<file path="config.mk">
export PLATFORM = sky130hd
export DESIGN_NAME = sipo_deserializer_flat
export DESIGN_NICKNAME = d
export VERILOG_FILES = /design/src/rtl/sipo_deserializer_pkg.sv /design/src/rtl/sipo_deserializer_if.sv /design/src/rtl/sipo_deserializer_shift_core.sv /design/src/rtl/sipo_deserializer.sv /design/src/flat_wrapper.sv
export SDC_FILE = /design/constraint.sdc
export NUM_CORES = 1
export LEC_CHECK = 0
export CAP_MARGIN = 20
export CORE_MARGIN = 2
export CORE_UTILIZATION = 49
export CTS_BUF_LIST = sky130_fd_sc_hd__clkbuf_8
export DETAILED_ROUTE_END_ITERATION = 12
export PLACE_DENSITY = 0.79
export SYNTH_ARGS = -nofsm -noshare
export SYNTH_HDL_FRONTEND = slang
export SYNTH_SLANG_ARGS = --single-unit
</file>
<file path="constraint.sdc">
create_clock -name clk_i -period 2 [get_ports clk_i]
set_input_delay 0.4 -clock clk_i [delete_from_list [all_inputs] [get_ports clk_i]]
set_output_delay 0.4 -clock clk_i [all_outputs]
set_load 0.1 [all_outputs]
</file>
<file path="src/rtl/sipo_deserializer_pkg.sv">
// Shared constants and types for the serial-in parallel-out receiver.
// The default word width matches the transmit side of the link.
package sipo_deserializer_pkg;

    localparam int SIPO_WORD_W = 8;

    // One-deep output buffer occupancy; BUF_FULL is what drives valid_o.
    typedef enum logic {
        BUF_EMPTY = 1'b0,
        BUF_FULL  = 1'b1
    } buf_state_e;

endpackage

</file>
<file path="src/rtl/sipo_deserializer_if.sv">
// Serial link input plus word-wide output bus of the SIPO receiver.
// Handshake: a word transfers on any rising edge where valid_o = 1 and ready_i = 1.
interface sipo_deserializer_if
    import sipo_deserializer_pkg::*;
#(
    parameter int N = SIPO_WORD_W
);
    localparam int CNT_W = $clog2(N);

    logic             serial_i;
    logic             bit_valid_i;
    logic             sync_i;
    logic             ready_i;
    logic             clr_ovf_i;
    logic [N-1:0]     parallel_o;
    logic             valid_o;
    logic             overflow_o;
    logic [CNT_W-1:0] bit_cnt_o;

    modport master (
        output serial_i, bit_valid_i, sync_i, ready_i, clr_ovf_i,
        input  parallel_o, valid_o, overflow_o, bit_cnt_o
    );

    modport slave (
        input  serial_i, bit_valid_i, sync_i, ready_i, clr_ovf_i,
        output parallel_o, valid_o, overflow_o, bit_cnt_o
    );

endinterface

</file>
<file path="src/rtl/sipo_deserializer_shift_core.sv">
// MSB-first shift register with bit counter; pulses o_done on the edge that
// receives the last bit of a word and presents the assembled word on o_word.
module sipo_deserializer_shift_core #(
    parameter int N = 8
) (
    input  logic                 clk_i,
    input  logic                 rst_i,
    input  logic                 i_serial,
    input  logic                 i_bit_valid,
    input  logic                 i_sync,
    output logic [N-1:0]         o_word,
    output logic                 o_done,
    output logic [$clog2(N)-1:0] o_bit_cnt
);
    localparam int CNT_W = $clog2(N);

    logic [N-1:0]     r_shift;
    logic [CNT_W-1:0] r_cnt;
    logic             w_last;
    logic [N-1:0]     w_word;

    always_comb begin
        w_last = (r_cnt == CNT_W'(N - 1));
        w_word = {r_shift[N-2:0], i_serial};
    end

    // Explicit wrap at N-1 so non-power-of-two widths count correctly.
    always_ff @(posedge clk_i or negedge rst_i) begin
        if (!rst_i) begin
            r_shift <= '0;
            r_cnt   <= '0;
        end else if (i_sync) begin
            r_shift <= i_bit_valid ? {{(N-1){1'b0}}, i_serial} : '0;
            r_cnt   <= i_bit_valid ? CNT_W'(1) : '0;
        end else if (i_bit_valid) begin
            r_shift <= w_word;
            r_cnt   <= w_last ? '0 : r_cnt + CNT_W'(1);
        end
    end

    // Sync on a would-be completion edge suppresses the word entirely.
    assign o_done    = i_bit_valid & w_last & ~i_sync;
    assign o_word    = w_word;
    assign o_bit_cnt = r_cnt;

endmodule

</file>
<file path="src/rtl/sipo_deserializer.sv">
// SIPO receiver top: shift core feeding a one-deep valid/ready output buffer
// with a sticky overflow flag for words that arrive while the buffer is held.
module sipo_deserializer
    import sipo_deserializer_pkg::*;
#(
    parameter int N = SIPO_WORD_W
) (
    input  logic               clk_i,
    input  logic               rst_i,
    sipo_deserializer_if.slave bus
);
    localparam int CNT_W = $clog2(N);

    logic [N-1:0]     w_word;
    logic             w_done;
    logic [CNT_W-1:0] w_bit_cnt;

    buf_state_e       r_buf_state;
    buf_state_e       w_buf_next;
    logic [N-1:0]     r_parallel;
    logic             r_ovf;
    logic             w_load;
    logic             w_drop;

    sipo_deserializer_shift_core #(
        .N (N)
    ) u_core (
        .clk_i       (clk_i),
        .rst_i       (rst_i),
        .i_serial    (bus.serial_i),
        .i_bit_valid (bus.bit_valid_i),
        .i_sync      (bus.sync_i),
        .o_word      (w_word),
        .o_done      (w_done),
        .o_bit_cnt   (w_bit_cnt)
    );

    always_ff @(posedge clk_i or negedge rst_i) begin
        if (!rst_i) begin
            r_buf_state <= BUF_EMPTY;
        end else begin
            r_buf_state <= w_buf_next;
        end
    end

    // A completion coinciding with a handshake refills the slot in place.
    always_comb begin
        w_buf_next = r_buf_state;
        w_load     = 1'b0;
        w_drop     = 1'b0;
        case (r_buf_state)
            BUF_EMPTY: begin
                if (w_done) begin
                    w_load     = 1'b1;
                    w_buf_next = BUF_FULL;
                end
            end
            BUF_FULL: begin
                if (w_done) begin
                    if (bus.ready_i) w_load = 1'b1;
                    else             w_drop = 1'b1;
                end else if (bus.ready_i) begin
                    w_buf_next = BUF_EMPTY;
                end
            end
        endcase
    end

    always_ff @(posedge clk_i or negedge rst_i) begin
        if (!rst_i) begin
            r_parallel <= '0;
            r_ovf      <= 1'b0;
        end else begin
            if (w_load) r_parallel <= w_word;
            // A fresh drop outranks a simultaneous clear.
            if (w_drop)             r_ovf <= 1'b1;
            else if (bus.clr_ovf_i) r_ovf <= 1'b0;
        end
    end

    assign bus.parallel_o = r_parallel;
    assign bus.valid_o    = (r_buf_state == BUF_FULL);
    assign bus.overflow_o = r_ovf;
    assign bus.bit_cnt_o  = w_bit_cnt;

endmodule

</file>
<file path="src/flat_wrapper.sv">
// flat-port wrapper written by rule: the top's interface ports become plain ports
module sipo_deserializer_flat import sipo_deserializer_pkg::*;
#(
    parameter int N = SIPO_WORD_W
)
  (clk_i, rst_i, bus_serial_i, bus_bit_valid_i, bus_sync_i, bus_ready_i, bus_clr_ovf_i, bus_parallel_o, bus_valid_o, bus_overflow_o, bus_bit_cnt_o);
  sipo_deserializer_if #(.N(N)) bus_i ();
  input  logic clk_i;
  input  logic rst_i;
  input wire logic [$bits(bus_i.serial_i)-1:0] bus_serial_i;
  input wire logic [$bits(bus_i.bit_valid_i)-1:0] bus_bit_valid_i;
  input wire logic [$bits(bus_i.sync_i)-1:0] bus_sync_i;
  input wire logic [$bits(bus_i.ready_i)-1:0] bus_ready_i;
  input wire logic [$bits(bus_i.clr_ovf_i)-1:0] bus_clr_ovf_i;
  output wire logic [$bits(bus_i.parallel_o)-1:0] bus_parallel_o;
  output wire logic [$bits(bus_i.valid_o)-1:0] bus_valid_o;
  output wire logic [$bits(bus_i.overflow_o)-1:0] bus_overflow_o;
  output wire logic [$bits(bus_i.bit_cnt_o)-1:0] bus_bit_cnt_o;
  assign bus_i.serial_i = bus_serial_i;
  assign bus_i.bit_valid_i = bus_bit_valid_i;
  assign bus_i.sync_i = bus_sync_i;
  assign bus_i.ready_i = bus_ready_i;
  assign bus_i.clr_ovf_i = bus_clr_ovf_i;
  assign bus_parallel_o = bus_i.parallel_o;
  assign bus_valid_o = bus_i.valid_o;
  assign bus_overflow_o = bus_i.overflow_o;
  assign bus_bit_cnt_o = bus_i.bit_cnt_o;
  sipo_deserializer #(.N(N)) u_core (.clk_i(clk_i), .rst_i(rst_i), .bus(bus_i));
endmodule
</file>
==> out/metrics.cfg <==
[status]
status = completed

[critical_path]
r2r_slack_ps = 350
regToRegStartpoint = u_core.u_core.o_bit_cnt[0]
critical_path_class = reg -> reg
worstPathRequired_ps = 2130
r2r_cells = 6
crit_arrival_ps = 1780
worst-path-max-fanout = 8
crit_path_start_kind = flop
cp-end-kind = flop
reg2reg_to = u_core.bus.parallel_o[5]

[layout]
seq_area_sq_um = 504
post-route-util_pct = 70.2
nFillCells = 118
antenna_cells = 0
fin_area_sq_um = 1080
multi_input_area_sq_um = 295
drive_above_1_share_pct = 27.3
syn_to_final_growth_pct = 32.7
layout.nets = 98

[clock_tree]
htree_levels = 1
cts_hold_buf = 0
cts_buffer_depth = 2
clockRootBuffer = clkbuf_8
clkSinkCount = 20
clk_pin_slew_worst_paths_ps = 70
cts_buffers = 3
cts_resized = 0
post_cts_buffers = 0
tritoncts = built
clock_latency_ps = 250

[floorplan]
rows = 14
coreArea_sq_um = 1540
start_util_pct = 52.9
die_h_um = 44.8
ios = 20
die_w_um = 44.8
dieArea_sq_um = 2010

[placement]
gp_congestion = 0.736
port_buffers = 19
hpwlAfterDp_um = 1010
dpl_cell_area_sq_um = 1010

[global_routing]
grt_max_degree = 21
grt_pass1_wl_um = 2660
grt_use_total_pct = 19.0
antenna_found_initial = 0
grt-ovfl-total = 0
grt_pass1_vias = 552

[power_and_ir_drop]
powerDensity_nw_per_um2 = 852
power.total_w = 0.000922
p_leak_nw = 0.577
peakVddDrop_mv = 0.732

[yosys]
yosysTopAreaCell = dfrtp_1
synth_flop_cell = dfrtp_1
syn_area_per_cell_sq_um = 12.7
async_reset_ff_share_pct = 100
ys_ff_latch = 20
synth_common_cells = dfrtp_1 (20), nor2_1 (9), mux2_1 (8), mux2i_1 (7), nand2_1 (4)
synthTopCellsByArea = dfrtp_1 (61%), mux2_1 (11%), mux2i_1 (8.6%), nor2_1 (4.1%), ha_1 (3.1%)
yosysUniqueCellTypes = 16
ys_warn_count = 0
synth_edf_count = 0
synthCells = 64
syn_area_sq_um = 816
synth.top_cell.area_share_pct = 61.3
ys_seq_area_share_pct = 61.3
syn_nets = 73
synth.most_common_cell = dfrtp_1

[sta]
setup_viol = 0
fin_skew_ps = 3.64
fmax_mhz = 606
rsz0062_at_grt = false
post-route-period-util_pct = 82.5
finalMaxSlewViolations = 0
hold_violations = 0
setup-tns-final_ps = 0
maxSlewHeadroom_pct = 81.6
worstMarginPinSlew_ps = 279
post-route-min-period_ps = 1650

[run]
maxCapViolations = 0

[detailed_routing]
vias = 549
drt-pass1-iter-count = 4
detail_route.iter0.violations = 4
route.detailed.drc = 0
ant_nets = 0
wl_per_cell_um = 14.8
avgViaCountPerCell = 5.28
wirelength_um = 1530

[min_path]
hold_path_class = in -> async

## area by class of cell
class                   instances  area share (%)
clock buffers                   3            3.82
flip-flops and latches         20            46.6
repair buffers                 23            17.3
multi-input cells              40            27.3
well taps                      16            1.85
clock inverters                 1            2.77
inverters                       1           0.347
## flip-flops by register name (all words and copies together) (netlist names)
register,cells
u_core.u_core.o_bit_cnt,3
u_core.bus.parallel_o,8
u_core.bus.valid_o,1
u_core.u_core.r_shift,7
u_core.bus.overflow_o,1
## layer usage
metal	vias up	wire (um)	track usage, %
met5	-	0	0
met4	0	0	7.06
met3	0	92	4.80
met2	14	705	27.0
met1	272	736	28.6
li1	263	-	-
## placed cells by master (no fill, tap or decap), types with 2 or more instances in the layout
master	Yosys	routed
clkdlybuf4s50_1	0	6
dfrtp_1	20	17
nor2_1	9	9
mux2_1	8	8
nand3b_1	2	2
ha_1	2	2
o21ai_0	2	2
dfrtp_2	0	3
nand2_1	4	4
buf_4	1	17
nand2b_1	3	3
clkbuf_8	0	3
mux2i_1	7	7
## worst max path at each step
stage	startpoint	end	depth (start not counted)
3_5_place_dp	bus_sync_i	u_core.bus.parallel_o[1]	5
5_1_grt	u_core.u_core.o_bit_cnt[0]	u_core.bus.parallel_o[5]	6
3_3_place_gp	bus_sync_i	u_core.bus.parallel_o[4]	5
6_report	u_core.u_core.o_bit_cnt[0]	u_core.bus.parallel_o[5]	6
4_1_cts	u_core.u_core.o_bit_cnt[0]	u_core.bus.parallel_o[5]	6
2_1_floorplan	u_core.u_core.o_bit_cnt[0]	u_core.bus.parallel_o[0]	6
## metrics by stage
step	hold slack [ps]	setup slack (ps)	cells
finish	479	350	104
global route	499	295	104
CTS	485	346	104
detailed placement	478	191	100
global placement	468	215	100
floorplan	104	113	64
## power by group
part,switching (W),internal [W],total (W)
Combinational,0.0000704,0.0000330,0.000103
Clock,0.000130,0.000267,0.000397
Sequential,0.00000821,0.000414,0.000422
Total,0.000209,0.000714,0.000922
## cell families (layout without fill, tap and decap cells)
logic type                 Yosys count  in the layout  synth area share, %
and+or+nand+nor                     19             19                 10.9
buffers and inverters                4             28                 2.45
AOI/OAI and AO/OA                    4              4                 2.61
DFF                                 20             20                 61.3
adders and majority gates            2              2                 3.07
muxes                               15             15                 19.6
## critical path, stage by stage (launching register included)
cell	delay, ps
dfrtp_2	430
ha_1	200
ha_1	210
nand3b_1	130
nor2b_1	60
buf_4	170
mux2_1	330
Note: power is estimated with default switching activity, not from simulation.
